<file path="src/rtl/burst_desc_partition.sv">
// Splits {id, addr, len_m1} descriptors into PLEN-beat chunks queued in an output
// FIFO, with optional partition-pulse gating and drain-then-wait-last completion.
module burst_desc_partition #(
  parameter int PLEN       = 128,
  parameter int LSIZE      = 12,
  parameter int ASIZE      = 24,
  parameter int IDSIZE     = 4,
  parameter int SEQSIZE    = 3,
  parameter int ADDR_INC   = 1,
  parameter int FIFO_DEPTH = 8,
  parameter int PP_EN      = 1,
  parameter int WL_EN      = 1,
  parameter int TMO        = 1000
) (
  input  logic                                  clock,
  input  logic                                  rst,
  input  logic                                  in_valid,
  output logic                                  in_ready,
  input  logic [IDSIZE+ASIZE+LSIZE-1:0]         in_data,
  output logic                                  out_valid,
  input  logic                                  out_ready,
  output logic [SEQSIZE+IDSIZE+ASIZE+LSIZE:0]   out_data,
  output logic                                  pp_valid,
  input  logic                                  pp_ready,
  output logic                                  wl_valid,
  input  logic                                  wl_ready,
  output logic [$clog2(FIFO_DEPTH+1)-1:0]       fifo_count,
  output logic                                  busy,
  output logic                                  stall_err
);
  localparam int DW  = SEQSIZE + 1 + IDSIZE + ASIZE + LSIZE;
  localparam int CW  = $clog2(FIFO_DEPTH + 1);
  localparam int PW  = $clog2(FIFO_DEPTH);
  localparam int WDW = $clog2(TMO + 2);
  localparam logic [LSIZE-1:0] PLEN_L  = LSIZE'(PLEN);
  localparam logic [LSIZE-1:0] PLEN_M1 = LSIZE'(PLEN - 1);
  localparam logic [WDW-1:0]   WD_LIM  = WDW'(TMO);
  localparam logic [WDW-1:0]   WD_MAX  = WDW'(TMO + 1);

  typedef enum logic [2:0] {
    S_IDLE, S_LOAD, S_REQ, S_PUSH, S_LAST, S_DRAIN, S_WAIT
  } state_t;

  state_t             state, state_nx;
  logic [IDSIZE-1:0]  id_q;
  logic [ASIZE-1:0]   addr_q;
  logic [LSIZE-1:0]   rem_q;
  logic [LSIZE-1:0]   rem_nx;
  logic [SEQSIZE-1:0] seq_q;
  logic [WDW-1:0]     wd_cnt;
  logic               in_fire, wr_en, rd_en, full, empty, wd_active;
  logic               rem_lt, rem_nx_lt;
  logic [DW-1:0]      wr_data;
  logic [DW-1:0]      mem [FIFO_DEPTH];
  logic [PW-1:0]      wr_ptr, rd_ptr;
  logic [CW-1:0]      count;

  function automatic logic [PW-1:0] ptr_inc(input logic [PW-1:0] p);
    return (p == PW'(FIFO_DEPTH - 1)) ? '0 : p + PW'(1);
  endfunction

  // Fullness is judged on the registered count, so a same-cycle read never frees a slot.
  assign full       = (count == CW'(FIFO_DEPTH));
  assign empty      = (count == '0);
  assign rd_en      = out_valid && out_ready;
  assign out_valid  = !empty;
  assign out_data   = mem[rd_ptr];
  assign fifo_count = count;
  assign in_ready   = (state == S_IDLE) && !rst;
  assign in_fire    = in_valid && in_ready;
  assign busy       = (state != S_IDLE);
  assign rem_nx     = rem_q - PLEN_L;
  assign rem_lt     = (32'(rem_q) < 32'(PLEN));
  assign rem_nx_lt  = (32'(rem_nx) < 32'(PLEN));
  assign wd_active  = (state == S_REQ) || (state == S_WAIT);

  always_comb begin
    state_nx = state;
    wr_en    = 1'b0;
    wr_data  = '0;
    pp_valid = 1'b0;
    wl_valid = 1'b0;
    case (state)
      S_IDLE:  if (in_fire) state_nx = S_LOAD;
      S_LOAD:  state_nx = rem_lt ? S_LAST : ((PP_EN != 0) ? S_REQ : S_PUSH);
      S_REQ: begin
        pp_valid = 1'b1;
        if (pp_ready) state_nx = S_PUSH;
      end
      S_PUSH: if (!full) begin
        wr_en    = 1'b1;
        wr_data  = {seq_q, 1'b0, id_q, addr_q, PLEN_M1};
        state_nx = rem_nx_lt ? S_LAST : ((PP_EN != 0) ? S_REQ : S_PUSH);
      end
      S_LAST: if (!full) begin
        wr_en    = 1'b1;
        wr_data  = {seq_q, 1'b1, id_q, addr_q, rem_q};
        state_nx = (WL_EN != 0) ? S_DRAIN : S_IDLE;
      end
      S_DRAIN: if (empty) state_nx = S_WAIT;
      S_WAIT: begin
        wl_valid = 1'b1;
        if (wl_ready) state_nx = S_IDLE;
      end
      default: state_nx = S_IDLE;
    endcase
  end

  always_ff @(posedge clock or posedge rst) begin
    if (rst) begin
      state  <= S_IDLE;
      id_q   <= '0;
      addr_q <= '0;
      rem_q  <= '0;
      seq_q  <= '0;
    end else begin
      state <= state_nx;
      if (in_fire) begin
        {id_q, addr_q, rem_q} <= in_data;
        seq_q <= '0;
      end else if (state == S_PUSH && !full) begin
        rem_q  <= rem_nx;
        addr_q <= addr_q + ASIZE'(ADDR_INC);
        seq_q  <= seq_q + SEQSIZE'(1);
      end
    end
  end

  always_ff @(posedge clock or posedge rst) begin
    if (rst) begin
      wr_ptr <= '0;
      rd_ptr <= '0;
      count  <= '0;
      for (int unsigned i = 0; i < FIFO_DEPTH; i++) mem[i] <= '0;
    end else begin
      if (wr_en) begin
        mem[wr_ptr] <= wr_data;
        wr_ptr      <= ptr_inc(wr_ptr);
      end
      if (rd_en) rd_ptr <= ptr_inc(rd_ptr);
      case ({wr_en, rd_en})
        2'b10:   count <= count + CW'(1);
        2'b01:   count <= count - CW'(1);
        default: ;
      endcase
    end
  end

  // Counter saturates just past the limit; the flag is sticky until a new descriptor.
  always_ff @(posedge clock or posedge rst) begin
    if (rst) begin
      wd_cnt    <= '0;
      stall_err <= 1'b0;
    end else begin
      if (!wd_active)            wd_cnt <= '0;
      else if (wd_cnt != WD_MAX) wd_cnt <= wd_cnt + WDW'(1);
      if (in_fire)                            stall_err <= 1'b0;
      else if (wd_active && wd_cnt >= WD_LIM) stall_err <= 1'b1;
    end
  end
endmodule

</file>
<file path="config.mk">
export PLATFORM = sky130hd
export DESIGN_NAME = burst_desc_partition
export DESIGN_NICKNAME = d
export VERILOG_FILES = /design/src/rtl/burst_desc_partition.sv
export SDC_FILE = /design/constraint.sdc
export NUM_CORES = 1
export LEC_CHECK = 0
export ABC_AREA = 0
export BUFFER_PORTS_ARGS = -buffer_cell sky130_fd_sc_hd__clkbuf_2
export CORE_MARGIN = 2
export CORE_UTILIZATION = 60
export DETAILED_ROUTE_END_ITERATION = 16
export HOLD_SLACK_MARGIN = 0.03
export MAX_ROUTING_LAYER = met4
export PLACE_DENSITY = 0.89
export SYNTH_ARGS = -nofsm -noshare
export SYNTH_HDL_FRONTEND = slang
export SYNTH_SLANG_ARGS = --single-unit
</file>
<file path="constraint.sdc">
create_clock -name clock -period 15.4 [get_ports clock]
set_clock_uncertainty 0.15 [all_clocks]
set_input_delay 2.31 -clock clock [delete_from_list [all_inputs] [get_ports clock]]
set_output_delay 2.31 -clock clock [all_outputs]
set_load 0.01 [all_outputs]
</file>
; Word-level counts from Yosys, hierarchy flattened
; Index checks and enable logic that the tools add are counted.
[word_totals]
n_memories = 0
output_inout_bits = 54
register_bits = 419
romBits = 0
ram_bits = 0
elab_cells = 106
latchBits = 0
[op_classes]
n_eq_ne = 19
add_sub_neg = 8
multipliers = 0
n_mux = 35
n_reduce_logical = 18
div_mod_pow = 0
shift = 0
bitwise = 2
order_cmp = 6
[ops]
columns = op, count
row1 = 352-bit bitwise mux, 1
row2 = 44-bit two-way mux, 5
row3 = 44-bit binary-select mux with 3-bit select, 1
row4 = 44-bit demux with 3-bit select, 1
row5 = 44-bit case mux with 2 select lines, 1
row6 = 24-bit two-way mux, 2
row7 = 3-bit two-way mux, 12
row8 = 24-bit by 1-bit adder with 24-bit output (second input constant), 1
row9 = 12-bit by 8-bit < comparator with 1-bit output (second input constant), 2
row10 = 12-bit two-way mux, 2
row11 = 3-bit case mux with 7 select lines, 1
row12 = 10-bit two-way mux, 2
row13 = 3-bit equality test (second input constant), 5
row14 = 2-bit inequality test (second input constant), 6
row15 = 12-bit by 8-bit subtractor with 12-bit output (second input constant), 1
row16 = 10-bit by 1-bit adder with 10-bit output (second input constant), 1
row17 = 10-bit greater-or-equal comparator (second input constant), 1
row18 = 10-bit inequality test (second input constant), 1
row19 = 3-bit by 1-bit adder with 3-bit output (second input constant), 3
row20 = 4-bit greater-or-equal comparator (second input constant), 2
row21 = 3-bit inverter with 4-bit output, 2
row22 = 4-bit case mux with 2 select lines, 1
row23 = 3-bit by 2-bit equality test with 1-bit output (second input constant), 2
row24 = 1-bit logical AND, 6
row25 = other kinds (17), 26

; Logic depth before layout (Yosys ltp)
[depth]
ltp_word = 6
mapped_depth = 10
depth_no_buf = 10

; Worst setup path before layout
; No wires, ideal clock.
[synth_path]
path_kind = input-to-output
startpoint = input rst
endpoint = output in_ready
required_time_ps = 12940
path_slack_ps = 10461
cell_stages = 1
arrival_ps = 2479
cell_sequence = nor2_1
[synth_between]
elab_chain_cells = 2
[synth_rtl]
columns = item, line
row1 = "start, declared", 16  ; input logic rst,
row2 = 1-bit logical NOT (no source line), --
row3 = 1-bit logical AND, 69  ; assign in_ready = (state == S_IDLE) && !rst;
row4 = "end, declared", 18  ; output logic in_ready,
; Every way passes these cells.

; Final worst setup path
[layout_path]
startpoint = register rd_ptr[0]
endpoint = output out_data[33]
[layout_between]
elab_chain_cells = 4
[layout_rtl]
columns = item, line
row1 = "start, declared", 55  ; logic [PW-1:0] wr_ptr, rd_ptr;
row2 = "start signal, assigned", 140  ; if (rd_en) rd_ptr <= ptr_inc(rd_ptr);
row3 = 3-bit inverter with 4-bit output (not written as such), 67  ; assign out_data = mem[rd_ptr];
row4 = 44-bit binary-select mux with 3-bit select, 67
row5 = 44-bit two-way mux (not written as such) (2 in a row), 67
row6 = "end, declared", 22  ; output logic [SEQSIZE+IDSIZE+ASIZE+LSIZE:0] out_data,
; Every way passes these cells. The select of a mux whose other input is x is not followed.

==> run_results.csv <==
group,metric,value,unit
outcome,status,"complete, no violations",
timing,setup_tns,0,ns
cells_and_area,final_cell_area,21220,sq um
grt,antenna_found_initial,0,
critical_path,crit_type,"register to output pin",
drt,ant_nets,0,
critical_path,reg2reg_depth,5,
drt,drtIter0Drc,1322,
floorplan,row_count,65,
timing,period_share,39.19,%
grt,grt_pass1_vias,14640,
drt,vias_per_cell,6.386,
timing,rsz0062_at_grt,"false",
grt,gr-usage-met3,6.406,%
floorplan,io_pins,100,
grt,grt_usage,31.51,%
cells_and_area,fin_nets,1816,
floorplan,die_h,182.6,um
clock_network,cts_root_buf,"clkbuf_16",
critical_path,cp-endpoint,"out_data[33]",
critical_path,r2r_setup_slack,11.72,ns
grt,busiest_layer,"met2",
clock_network,max-clock-path-buffers,3,
grt,grt_overflow_total,0,
logic_synthesis,synthFlopType,"dfrtp_1",
grt,grt_pass1_wl,78910,um
logic_synthesis,synth_seq_area_share,54.76,%
critical_path,timing.rr.start,"state[2]$_DFFE_PP0P_",
timing,fmax,165.7,MHz
timing,slew_violations,0,
critical_path,critical_path.startpoint,"rd_ptr[0]$_DFFE_PP0P_",
grt,gr-usage-met2,50.22,%
timing,relSlewSlack,30.56,%
run,max_cap_viol_count,0,
clock_network,htreeDepth,2,
cells_and_area,layout-drive-gt1-share,24.72,%
placement,gp_congestion,0.8157,
logic_synthesis,synthCells,1728,
cells_and_area,final_core_util,67.43,%
floorplan,start_util,60.83,%
grt,met1_usage,39.60,%
logic_synthesis,syn-num-nets,1788,
clock_network,insertion_delay,0.55,ns
logic_synthesis,syn_area,19150,sq um
cells_and_area,area_growth,10.85,%
logic_synthesis,yosys_register_bits,419,
placement,io_buffers,99,
power_and_ir_drop,power_density,217.8,nW/um^2
clock_network,postCtsSetupBuffers,0,
drt,firstDrtPassIters,5,
logic_synthesis,synth_edf_count,0,
placement,hpwl,28650,um
clock_network,cts_hold_buf,0,
clock_network,cts_tree,"built",
timing,max_slew.worst_pin.slew,1.042,ns
logic_synthesis,avgSynthCellArea,11.08,sq um
logic_synthesis,yosysWarnings,0,
timing,period_minus_slack,6.036,ns
timing,finalSetupViolations,0,
drt,vias,13990,
floorplan,core,31470,sq um
power_and_ir_drop,vdd_drop_max,157.0,uV
critical_path,cp-start-kind,"register",
clock_network,clkTransAtPathRegs,0.06,ns
critical_path,critPathArrivalTime,3.58,ns
drt,post_drt_wl_per_cell,22.63,um
drt,drc,0,
grt,grt_max_degree,127,
cells_and_area,antennaDiodeCount,0,
critical_path,required,12.94,ns
critical_path,end_kind,"output pin",
critical_path,worst_r2r_endpoint,"mem[25]$_DFFE_PP0P_",
logic_synthesis,async_flop_share,100.0,%
cells_and_area,fillCellCount,2076,
clock_network,numClockSinks,419,
clock_network,cts.repair.resized,0,
drt,wl,49560,um
floorplan,die_w,182.6,um
power_and_ir_drop,p_leak,10.17,nW
placement,place_area,19780,sq um
clock_network,cts_buffers,43,
logic_synthesis,ys_types,55,
worst_hold_path,whs_path_depth,2,
timing,final_hold_viol_count,0,
floorplan,dieArea,33360,sq um
worst_hold_path,hold_path_class,"register to register",
critical_path,crit_path_max_fanout,48,
-- flip-flops by register name, summed over array words and instances (netlist names) --
name        cells
addr_q         24
fifo_count      4
mem           352
stall_err       1
wd_cnt         10
rd_ptr          3
seq_q           3
wr_ptr          3
state           3
id_q            4
rem_q          12
-- worst max-delay path: stages (launching register included) --
cell      delay, ns
dfrtp_4        1.11
buf_4          0.83
mux4_2         0.60
mux2_2         0.32
clkbuf_2       0.14
-- kinds of logic (layout without fill, tap and decap cells) --
logic type / count (synthesis) / in the layout / synth area share (%)
buffers and inverters: 149 / 209 / 3.228
adders and majority gates: 14 / 14 / 0.9541
and+or+nand+nor: 679 / 679 / 14.42
AOI/OAI and AO/OA: 187 / 187 / 5.404
DFF: 419 / 419 / 54.76
xor gates and xnor gates: 29 / 29 / 1.327
muxes: 251 / 251 / 19.91
-- layout make-up --
type / count / area (sq um) / share of cell area [%]
clock buffer: 65 / 1320 / 6.219
multi-input combinational: 1160 / 8092 / 38.12
tap: 402 / 503.0 / 2.370
timing repair buffer: 116 / 623.1 / 2.936
sequential: 419 / 10490 / 49.44
clock inverter: 12 / 125.1 / 0.5895
inverter: 16 / 67.56 / 0.3183
-- report_power, final --
| group | internal (W) | total (W) | switching, W | leakage (nW) |
|---|---|---|---|---|
| Combinational | 0.000770 | 0.00161 | 0.000842 | 4.00 |
| Clock | 0.000625 | 0.00106 | 0.000430 | 0.722 |
| Sequential | 0.00152 | 0.00195 | 0.000435 | 5.45 |
-- routing by layer --
layer | wire length (um) | part of all wire (%) | up-vias
met5 | 0 | 0 | -
met4 | 1986 | 4.0 | 0
met3 | 4565 | 9.2 | 205
met2 | 24460 | 49 | 767
met1 | 18550 | 37 | 7072
li1 | - | - | 5942
-- cells in the mapped netlist (2+ instances only) --
library cell,number,area [sq um]
a211oi_1,2,15.01
a21o_1,5,37.54
a21oi_1,12,60.06
a221o_1,4,40.04
and2_1,3,18.77
and3_1,9,56.30
buf_1,2,7.510
buf_2,44,220.2
clkbuf_1,86,322.8
dfrtp_1,419,10490
ha_1,13,162.7
inv_1,16,60.06
mux2_1,13,146.4
mux2_2,146,1644
mux2i_1,4,40.04
mux4_2,88,1982
nand2_1,560,2102
nand2b_1,3,18.77
nand3_1,21,105.1
nand4_1,10,62.56
nor2_1,37,138.9
nor2b_1,4,25.02
nor3_1,12,60.06
nor4_1,3,18.77
o211ai_1,2,15.01
o21ai_0,146,730.7
o22ai_1,2,12.51
o311ai_0,4,35.03
or3_1,5,31.28
xnor2_1,11,96.34
xor2_1,18,157.7
-- layout by cell type (no fill, tap or decap), types with 3 or more instances in the layout --
master / instances
nand3_1: 17
a221o_1: 4
nand2_2: 3
nand4_1: 10
mux2_1: 13
o21ai_0: 146
inv_1: 15
nor3_1: 12
dfrtp_1: 416
o311ai_0: 4
mux4_2: 88
ha_1: 13
nor2_1: 37
xor2_1: 18
mux2_2: 146
nand2_1: 557
xnor2_1: 11
a21oi_1: 12
nand3_2: 3
nor4_1: 3
and3_1: 8
a21o_1: 5
clkinv_2: 8
nor2b_1: 3
clkbuf_16: 44
mux2i_1: 4
nand2b_1: 3
clkbuf_8: 14
clkbuf_2: 99
clkbuf_1: 7
and2_2: 3
buf_4: 17
or3_1: 5
-- per-stage QoR --
stage	worst slack, ns	hold slack (ns)	cells	total power, W
global route	9.085	0.3445	2190	0.004865
detailed placement	9.860	0.3078	2113	0.003532
global placement	9.920	0.3023	2113	0.003411
CTS	9.270	0.3253	2190	0.004610
floorplan	1.277	0.2904	1728	0.002990
finish	9.364	0.3250	2190	0.004623
-- worst min-delay path by stage --
stage                                    start                   end  slack (ns)
final                     mem[341]$_DFFE_PP0P_  mem[341]$_DFFE_PP0P_        0.32
after global routing       mem[75]$_DFFE_PP0P_   mem[75]$_DFFE_PP0P_        0.34
after CTS                  mem[56]$_DFFE_PP0P_   mem[56]$_DFFE_PP0P_        0.33
after detailed placement  mem[243]$_DFFE_PP0P_  mem[243]$_DFFE_PP0P_        0.31
after global placement     mem[81]$_DFFE_PP0P_   mem[81]$_DFFE_PP0P_        0.30
after floorplan           mem[241]$_DFFE_PP0P_  mem[241]$_DFFE_PP0P_        0.29
No activity file was read; power rests on OpenSTA's default activity.
